$ cat config.mk
export PLATFORM = sky130hd
export DESIGN_NAME = joy_serial_reader_flat
export DESIGN_NICKNAME = d
export VERILOG_FILES = /design/src/rtl/joy_serial_pkg.sv /design/src/rtl/joy_serial_reader_if.sv /design/src/rtl/joy_tick_gen.sv /design/src/rtl/joy_serial_reader.sv /design/src/flat_wrapper.sv
export SDC_FILE = /design/constraint.sdc
export NUM_CORES = 1
export LEC_CHECK = 0
export CORE_AREA = 2 2 103 105
export CTS_CLUSTER_SIZE = 25
export DETAILED_ROUTE_END_ITERATION = 12
export DIE_AREA = 0 0 105 107
export GPL_TIMING_DRIVEN = 0
export HOLD_SLACK_MARGIN = 0.06
export PLACE_DENSITY = 0.8
export REMOVE_ABC_BUFFERS = 1
export SLEW_MARGIN = 30
export SYNTH_ARGS = -nofsm -noshare
export SYNTH_HDL_FRONTEND = slang
export SYNTH_SLANG_ARGS = --single-unit
export TNS_END_PERCENT = 100
$ cat constraint.sdc
create_clock -name clk_sys -period 4.5 [get_ports clk_sys]
set_clock_uncertainty 0.1 [all_clocks]
set_input_delay 0.9 -clock clk_sys [delete_from_list [all_inputs] [get_ports clk_sys]]
set_output_delay 0.9 -clock clk_sys [all_outputs]
set_load 0.03 [all_outputs]
$ cat src/rtl/joy_serial_pkg.sv
// rtl/joy_serial_pkg.sv - shared types, constants and helpers for the serial joystick reader
package joy_serial_pkg;

  typedef enum logic [1:0] {IDLE, LOAD, SHIFT, COMMIT} state_t;

  localparam int LOAD_TICKS = 2;

  // Returns one bit per player slice (up to 4): set when that slice differs between a and b.
  function automatic logic [3:0] slice_diff(input logic [63:0] a, input logic [63:0] b,
                                            input int players, input int bits);
    logic [63:0] x;
    logic [63:0] m;
    logic [3:0]  d;
    d = '0;
    x = a ^ b;
    m = (bits >= 64) ? '1 : ((64'd1 << bits) - 64'd1);
    for (int p = 0; p < 4; p++) begin
      if (p < players && ((x >> (p * bits)) & m) != 64'd0) d[p] = 1'b1;
    end
    return d;
  endfunction

endpackage

$ cat src/rtl/joy_serial_reader_if.sv
// rtl/joy_serial_reader_if.sv - serial chain signals between reader and 74HC165-style adapter
interface joy_serial_reader_if;
  logic joy_clk;
  logic joy_load;
  logic joy_data;

  modport master (output joy_clk, output joy_load, input joy_data);
  modport slave  (input joy_clk, input joy_load, output joy_data);
endinterface

$ cat src/rtl/joy_tick_gen.sv
// rtl/joy_tick_gen.sv - shift tick divider, one-cycle tick every CLK_DIV clk_sys cycles
module joy_tick_gen #(
  parameter int CLK_DIV = 16
) (
  input  logic clk_sys,
  input  logic reset,
  input  logic hold,
  output logic tick
);
  localparam int CW = (CLK_DIV > 1) ? $clog2(CLK_DIV) : 1;

  logic [CW-1:0] cnt;

  always_ff @(posedge clk_sys) begin
    if (reset) begin
      cnt <= '0;
    end else if (!hold) begin
      cnt <= (cnt == CW'(CLK_DIV - 1)) ? '0 : cnt + 1'b1;
    end
  end

  assign tick = !hold && (cnt == CW'(CLK_DIV - 1));
endmodule

$ cat src/rtl/joy_serial_reader.sv
// rtl/joy_serial_reader.sv - scans PLAYERS x BITS buttons from a serial chain, debounces frames
module joy_serial_reader
  import joy_serial_pkg::*;
#(
  parameter int CLK_DIV    = 16,
  parameter int PLAYERS    = 2,
  parameter int BITS       = 12,
  parameter int DEBOUNCE   = 2,
  parameter int GAP_TICKS  = 8,
  parameter int ACTIVE_LOW = 1
) (
  input  logic                      clk_sys,
  input  logic                      reset,
  input  logic                      enable,
  input  logic                      mask,
  joy_serial_reader_if.master       chain,
  output logic [PLAYERS*BITS-1:0]   joystick,
  output logic [PLAYERS-1:0]        changed,
  output logic                      frame_done
);
  localparam int TOTAL = PLAYERS * BITS;
  localparam int IW    = (TOTAL > 1) ? $clog2(TOTAL) : 1;
  localparam int GW    = $clog2(GAP_TICKS + 1);

  state_t           state, state_n;
  logic [GW-1:0]    gap_cnt, gap_n;
  logic [1:0]       load_cnt, load_n;
  logic [IW-1:0]    idx, idx_n;
  logic             phase, phase_n;
  logic             joy_clk_q, joy_clk_n;
  logic             sample_en, commit, update, tick;
  logic [TOTAL-1:0] shadow, prev, raw;
  logic [2:0]       stable, stable_n;
  logic [63:0]      shadow64, raw64;
  logic [3:0]       diff;

  // The divider pauses during COMMIT so the frame period is exactly ticks*CLK_DIV + 1.
  joy_tick_gen #(.CLK_DIV(CLK_DIV)) u_tick (
    .clk_sys (clk_sys),
    .reset   (reset),
    .hold    (state == COMMIT),
    .tick    (tick)
  );

  always_comb begin
    state_n   = state;
    gap_n     = gap_cnt;
    load_n    = load_cnt;
    idx_n     = idx;
    phase_n   = phase;
    joy_clk_n = joy_clk_q;
    sample_en = 1'b0;
    commit    = 1'b0;
    case (state)
      IDLE: begin
        if (!enable) begin
          gap_n = '0;
        end else if (tick) begin
          if (gap_cnt == GW'(GAP_TICKS - 1)) begin
            gap_n   = '0;
            load_n  = '0;
            state_n = LOAD;
          end else begin
            gap_n = gap_cnt + 1'b1;
          end
        end
      end
      LOAD: begin
        if (tick) begin
          if (load_cnt == 2'(LOAD_TICKS - 1)) begin
            idx_n   = '0;
            phase_n = 1'b0;
            state_n = SHIFT;
          end else begin
            load_n = load_cnt + 1'b1;
          end
        end
      end
      SHIFT: begin
        if (tick) begin
          if (!phase) begin
            sample_en = 1'b1;
            joy_clk_n = 1'b1;
            phase_n   = 1'b1;
          end else begin
            joy_clk_n = 1'b0;
            phase_n   = 1'b0;
            if (idx == IW'(TOTAL - 1)) state_n = COMMIT;
            else                       idx_n   = idx + 1'b1;
          end
        end
      end
      COMMIT: begin
        commit  = 1'b1;
        state_n = IDLE;
      end
      default: state_n = IDLE;
    endcase
  end

  always_comb begin
    stable_n = (shadow == prev)
             ? ((stable >= 3'(DEBOUNCE)) ? 3'(DEBOUNCE) : stable + 3'd1)
             : 3'd1;
    update   = (stable_n >= 3'(DEBOUNCE)) && (shadow != raw);
    shadow64 = '0;
    raw64    = '0;
    shadow64[TOTAL-1:0] = shadow;
    raw64[TOTAL-1:0]    = raw;
    diff     = slice_diff(shadow64, raw64, PLAYERS, BITS);
  end

  always_ff @(posedge clk_sys) begin
    if (reset) begin
      state     <= IDLE;
      gap_cnt   <= '0;
      load_cnt  <= '0;
      idx       <= '0;
      phase     <= 1'b0;
      joy_clk_q <= 1'b0;
      shadow    <= '0;
      prev      <= '0;
      raw       <= '0;
      stable    <= '0;
      changed   <= '0;
      joystick  <= '0;
    end else begin
      state     <= state_n;
      gap_cnt   <= gap_n;
      load_cnt  <= load_n;
      idx       <= idx_n;
      phase     <= phase_n;
      joy_clk_q <= joy_clk_n;
      changed   <= '0;
      if (sample_en) shadow[idx] <= chain.joy_data ^ (ACTIVE_LOW != 0);
      if (commit) begin
        prev   <= shadow;
        stable <= stable_n;
        if (update) begin
          raw     <= shadow;
          changed <= diff[PLAYERS-1:0];
        end
      end
      joystick <= mask ? '0 : raw;
    end
  end

  assign chain.joy_clk  = joy_clk_q;
  assign chain.joy_load = (state != LOAD);
  assign frame_done     = (state == COMMIT);
endmodule

$ cat src/flat_wrapper.sv
// flat-port wrapper written by rule: the top's interface ports become plain ports
module joy_serial_reader_flat import joy_serial_pkg::*;
#(
  parameter int CLK_DIV    = 16,
  parameter int PLAYERS    = 2,
  parameter int BITS       = 12,
  parameter int DEBOUNCE   = 2,
  parameter int GAP_TICKS  = 8,
  parameter int ACTIVE_LOW = 1
)
  (clk_sys, reset, enable, mask, joystick, changed, frame_done, chain_joy_clk, chain_joy_load, chain_joy_data);
  joy_serial_reader_if chain_i ();
  input  logic clk_sys;
  input  logic reset;
  input  logic enable;
  input  logic mask;
  output logic [PLAYERS*BITS-1:0] joystick;
  output logic [PLAYERS-1:0] changed;
  output logic frame_done;
  output wire logic [$bits(chain_i.joy_clk)-1:0] chain_joy_clk;
  output wire logic [$bits(chain_i.joy_load)-1:0] chain_joy_load;
  input wire logic [$bits(chain_i.joy_data)-1:0] chain_joy_data;
  assign chain_joy_clk = chain_i.joy_clk;
  assign chain_joy_load = chain_i.joy_load;
  assign chain_i.joy_data = chain_joy_data;
  joy_serial_reader #(.CLK_DIV(CLK_DIV), .PLAYERS(PLAYERS), .BITS(BITS), .DEBOUNCE(DEBOUNCE), .GAP_TICKS(GAP_TICKS), .ACTIVE_LOW(ACTIVE_LOW)) u_core (.clk_sys(clk_sys), .reset(reset), .enable(enable), .mask(mask), .chain(chain_i), .joystick(joystick), .changed(changed), .frame_done(frame_done));
endmodule
After elaboration in Yosys (flattened, before gate mapping)

Cells that the tools add are included.

Flip-flop bits (word level): 120
Output and inout bits: 29
Logic and storage cells: 105

Add/sub/neg operators: 5
Order comparisons: 4
Equal/unequal tests: 21
Mux-type cells: 40
Bitwise gates (word level): 4
Reduce and logical (&&, ||, !) cells: 18

Operator list:

| kind                  | number |
|---|---|
| $reduce_bool A64 Y1   | 2 |
| $mux W2               | 13 |
| $mux W5               | 5 |
| $bwmux W24            | 1 |
| $eq A24 B24 Y1        | 1 |
| $ne A24 B24 Y1        | 1 |
| $xor A24 B24 Y24      | 1 |
| $ne A2 B1 Y1 const B  | 9 |
| $mux W4               | 4 |
| $reduce_and A6 Y1     | 2 |
| $mux W1               | 10 |
| $pmux W5 S2           | 1 |
| $add A4 B1 Y4 const B | 2 |
| $pmux W2 S4           | 1 |
| $reduce_and A8 Y1     | 1 |
| $ge A3 B2 Y1 const B  | 2 |
| $lt A5 B6 Y1 const B  | 1 |
| $mux W3               | 2 |
| $ne A2 B2 Y1 const B  | 3 |
| $reduce_and A2 Y1     | 3 |
| $add A5 B1 Y5 const B | 1 |
| $demux W1 S5          | 1 |
| $eq A5 B5 Y1 const B  | 1 |
| $ge A5 B1 Y1 const B  | 1 |
| other kinds (16)      | 23 |

Depth between registers and ports, before layout

Depth after elaboration: 7
Mapped depth: 8

Hierarchy

A second synthesis with hierarchy kept.

Cell total of the unflattened synthesis: 562
Area, all modules: 5298.8 µm²

By module, submodules not included:

| module            | instances | cells each | area an instance (µm²) | seq. area each (µm²) |
|---|---|---|---|---|
| joy_serial_reader | 1         | 544        | 5117.4                 | 2322.2 |
| joy_tick_gen      | 1         | 18         | 181.4                  | 80.1 |

Worst setup path after synthesis

OpenSTA, ideal clock, no wires.

Kind: flip-flop to flip-flop
Start point: register u_core.state[1]
End point: register u_core.raw[0]
Arrival time: 2044 ps
Setup slack: 2285 ps
Cell stages (with the launch flop): 8
Period minus slack after synthesis: 2215 ps
Path through: dfxtp_1 > ha_1 > clkbuf_1 > and2_1 > nand2_1 > a2111oi_4 > buf_6 > mux2i_1

Longest elaborated chain between the ends: 3

Ends and longest elaborated chain:

| item                               | RTL line                 | text |
|---|---|---|
| start: declaration                 | joy_serial_reader.sv:25  | `state_t state, state_n;` |
| start signal: assignment           | joy_serial_reader.sv:128 | `state <= state_n;` |
| $eq A2 B2 Y1                       | n/a                      |  |
| net frame_done                     | flat_wrapper.sv:19       | `output logic frame_done;` |
| $mux W1                            | joy_serial_reader.sv:54  | `case (state)` |
| $reduce_and A2 Y1 (no source line) | n/a                      |  |
| end signal: assignment             | joy_serial_reader.sv:140 | `raw <= shadow;` |
| end: declaration                   | joy_serial_reader.sv:32  | `logic [TOTAL-1:0] shadow, prev, raw;` |

The timed path passes the listed nets, and every way through them passes these cells.
A chain may end at the register's enable or synchronous reset.

Final worst setup path

Start point: register u_core.state[1]
End point: output frame_done

Longest elaborated chain between the ends: 1

Ends and longest elaborated chain:

| item             | RTL line                 | text |
|---|---|---|
| $eq A2 B2 Y1     | joy_serial_reader.sv:150 | `assign frame_done = (state == COMMIT);` |
| end: declaration | flat_wrapper.sv:19       |  |

No other way between the ends.

==> impl_metrics.ini <==
[setup_path]
path_cells = ha_2, buf_16, clkdlybuf4s50_1
cpPeakStageDelay_ns = 0.68
crit_type = reg2out
critPathCaptureType = primary output
crit_path_max_fanout = 23
cp_slowest_cell = clkdlybuf4s50_1
cp.arrival_ns = 2.48
crit_buf_inv = 2
required_ns = 3.50
critPathTopFamily = buffers and inverters
start_kind = flop

[final_layout]
area_delta_synth_final_pct = 20.0
diodes = 0
fin_area_um2 = 6440
fin_cells = 742
nNetsFinal = 612
drive_above_1_share_pct = 7.59

[cts]
cts-hold-fix-buffers = 0
htreeDepth = 4
cts_sinks = 120
cts-root-buf = clkbuf_8
clkLatencyLatePin_ns = 0.51
postCtsSetupBuffers = 0
numCtsBuffers = 17
cts_tree = done
path_clk_slew_ns = 0.06
clock_path_buffers = 2
cts_resized = 0

[route]
first_pass_iters = 5
antenna_left = 0
routed_wl_mm = 10.6
drc = 0
vias = 3924
avgViaCountPerCell = 5.29
drt_iter0_drc = 212
wl_per_cell_um = 14.3

[pwr]
pwr-share-comb_pct = 1.6
p_switching_uw = 472
p_leak_uw = 0.00234
powerDensity_nw_per_um2 = 383
power_frac_seq_pct = 43.3
power.share.switching_pct = 19.2
pwr-share-clk_pct = 55.1
ir_worst_vdd_uv = 245
p_int_uw = 1990

[timing]
rsz0062_at_grt = no
slew_viol_final = 0
worst_pin_slew_ns = 0.951
setup_viol = 0
fmax_mhz = 287
fin_ws_ns = 1.02
fin_crit_sh_pct = 77.4
post-route-min-period_ns = 3.48
hold_viol_final = 0
fin_hold_ws_ns = 0.365
slew_headroom_pct = 36.4
tns_ns = 0

[global_route]
track_usage_pct = 20.3
grt_pass1_vias = 3872
grt_max_degree = 72
antenna_found_initial = 0
grt_pass1_wl_mm = 18.1
grt_overflow = 0

[place]
place.port_buffers = 33
place_hpwl_mm = 7.31
post_dp_cell_area_um2 = 5830
gp_congestion = 0.786
post-place-ws_ns = 1.51
dp.cells = 711

[floorplan]
rows = 37
core_um2 = 10100
pin_count = 34
die-width_um = 105
die_y_um = 107
start_util_pct = 53.1
dieArea_um2 = 11200

[logic_synthesis]
synth_cells = 564
synth_edf_count = 0
synthArstFlopShare_pct = 0
yosys_warnings = 0
ys_seq_area_share_pct = 44.8
ys_seq_elements = 120
syn_area_um2 = 5360
synth_area_per_cell_um2 = 9.51
synth_ff_type = dfxtp_1
synth.largest_area_cell = dfxtp_1
synth.distinct_cells = 47
synth_top_area_share_pct = 44.8
synth_area_leaders = dfxtp_1 45%, mux2i_1 9.9%, nor2_1 6.8%

[job]
cap_violations = 0

[min_path]
hold_class = reg2reg

[outcome]
status = complete, no violations
-- area by class of cell --
| type | count | area [um^2] |
|---|---|---|
| fillers | 830 | 3660 |
| multi-input cells | 407 | 2810 |
| flip-flops and latches | 120 | 2400 |
| clock buffers | 24 | 490 |
| repair buffers | 38 | 409 |
| well taps | 136 | 170 |
| clock inverters | 7 | 115 |
| inverters | 10 | 37.5 |
-- cells in the final DEF, fill, tap and decap left out, types with 4 or more instances in the layout --
master,synthesis,layout
clkbuf_8,0,6
dfxtp_1,120,120
nand3_1,6,6
a21oi_1,8,8
mux2i_1,53,53
clkdlybuf4s50_1,0,32
nand2b_1,46,46
a211oi_1,25,25
or2b_1,4,4
clkbuf_16,0,16
xnor2_1,27,27
xor2_1,28,28
nor3_1,8,8
nand4_1,15,15
ha_1,13,12
nor2_1,97,96
inv_1,9,9
nand4b_1,4,4
and2_1,28,28
nand2_1,12,12
-- logic make-up (layout without fill, tap and decap cells) --
group / Yosys count / after routing / synth area share, %
simple gates: 239 / 239 / 23.7
buf+inv: 37 / 79 / 2.89
fa+ha+maj: 13 / 13 / 3.03
flops: 120 / 120 / 44.8
mux: 53 / 53 / 9.89
compound gates: 47 / 47 / 6.67
xor+xnor: 55 / 55 / 8.98
-- cell usage after synthesis, drive strengths merged, types with 2 or more instances --
library cell	number
a21oi	8
nand4	15
buf	5
mux2i	53
xor2	28
nand2	12
nand3	6
nand4b	4
nand3b	3
nor4	6
nor2b	3
nor3	9
ha	13
clkbuf	22
xnor2	27
o21ai	2
or2b	4
dfxtp	120
nor2	97
or3b	2
nand2b	46
inv	9
a211oi	25
and2	28
-- tightest hold or removal path: stages (launching register included) --
cell and delay (ns):
dfxtp_1 0.31, nand2_1 0.05, a21oi_1 0.05
-- state kept, by name, summed over array words and instances (netlist names) --
name                  count
u_core.joystick          24
u_core.u_tick.cnt         4
u_core.raw               24
u_core.shadow            24
u_core.changed            2
u_core.prev              24
u_core.chain.joy_clk      1
u_core.load_cnt           2
u_core.stable             3
u_core.gap_cnt            4
u_core.state              2
u_core.phase              1
u_core.idx                5
-- path summary, 6_finish.rpt --
| check | slack, ns | cells past startpoint | start | to |
|---|---|---|---|---|
| max | 1.02 | 3 | u_core.state[1]$_SDFFE_PP0P_ | frame_done |
| min | 0.37 | 2 | u_core.chain.joy_clk$_SDFFE_PP0P_ | u_core.chain.joy_clk$_SDFFE_PP0P_ |
| max reg2reg | 1.49 | 8 | u_core.state[1]$_SDFFE_PP0P_ | u_core.raw[5]$_SDFFE_PP0P_ |
| min reg2reg | 0.37 | 2 | u_core.chain.joy_clk$_SDFFE_PP0P_ | u_core.chain.joy_clk$_SDFFE_PP0P_ |
-- through the flow --
step                total power, uW  utilization (%)
floorplan                      1100                -
global placement               1130             56.9
detailed placement             1130             57.8
CTS                            2490             63.8
global route                   2540             63.8
finish                         2460             63.8
-- per-layer routing --
| layer | part of all wire, % | up-vias | track usage (%) | routed length, um |
|---|---|---|---|---|
| li1 | - | 1972 | - | - |
| met1 | 44 | 1867 | 23.6 | 4700 |
| met2 | 51 | 72 | 35.6 | 5390 |
| met3 | 3.6 | 13 | 5.41 | 379 |
| met4 | 1.7 | 0 | 8.10 | 176 |
| met5 | 0 | - | 0 | 0 |
-- power by group through the flow --
| stage | Combinational, uW | Clock, uW | Sequential (uW) |
|---|---|---|---|
| finish | 40.1 | 1360 | 1070 |
| global route | 44.0 | 1430 | 1070 |
| CTS | 40.3 | 1380 | 1070 |
| detailed placement | 40.1 | 0 | 1090 |
| global placement | 37.6 | 0 | 1090 |
| floorplan | 13.9 | 0 | 1090 |
Note: power is estimated with default switching activity, not from simulation.
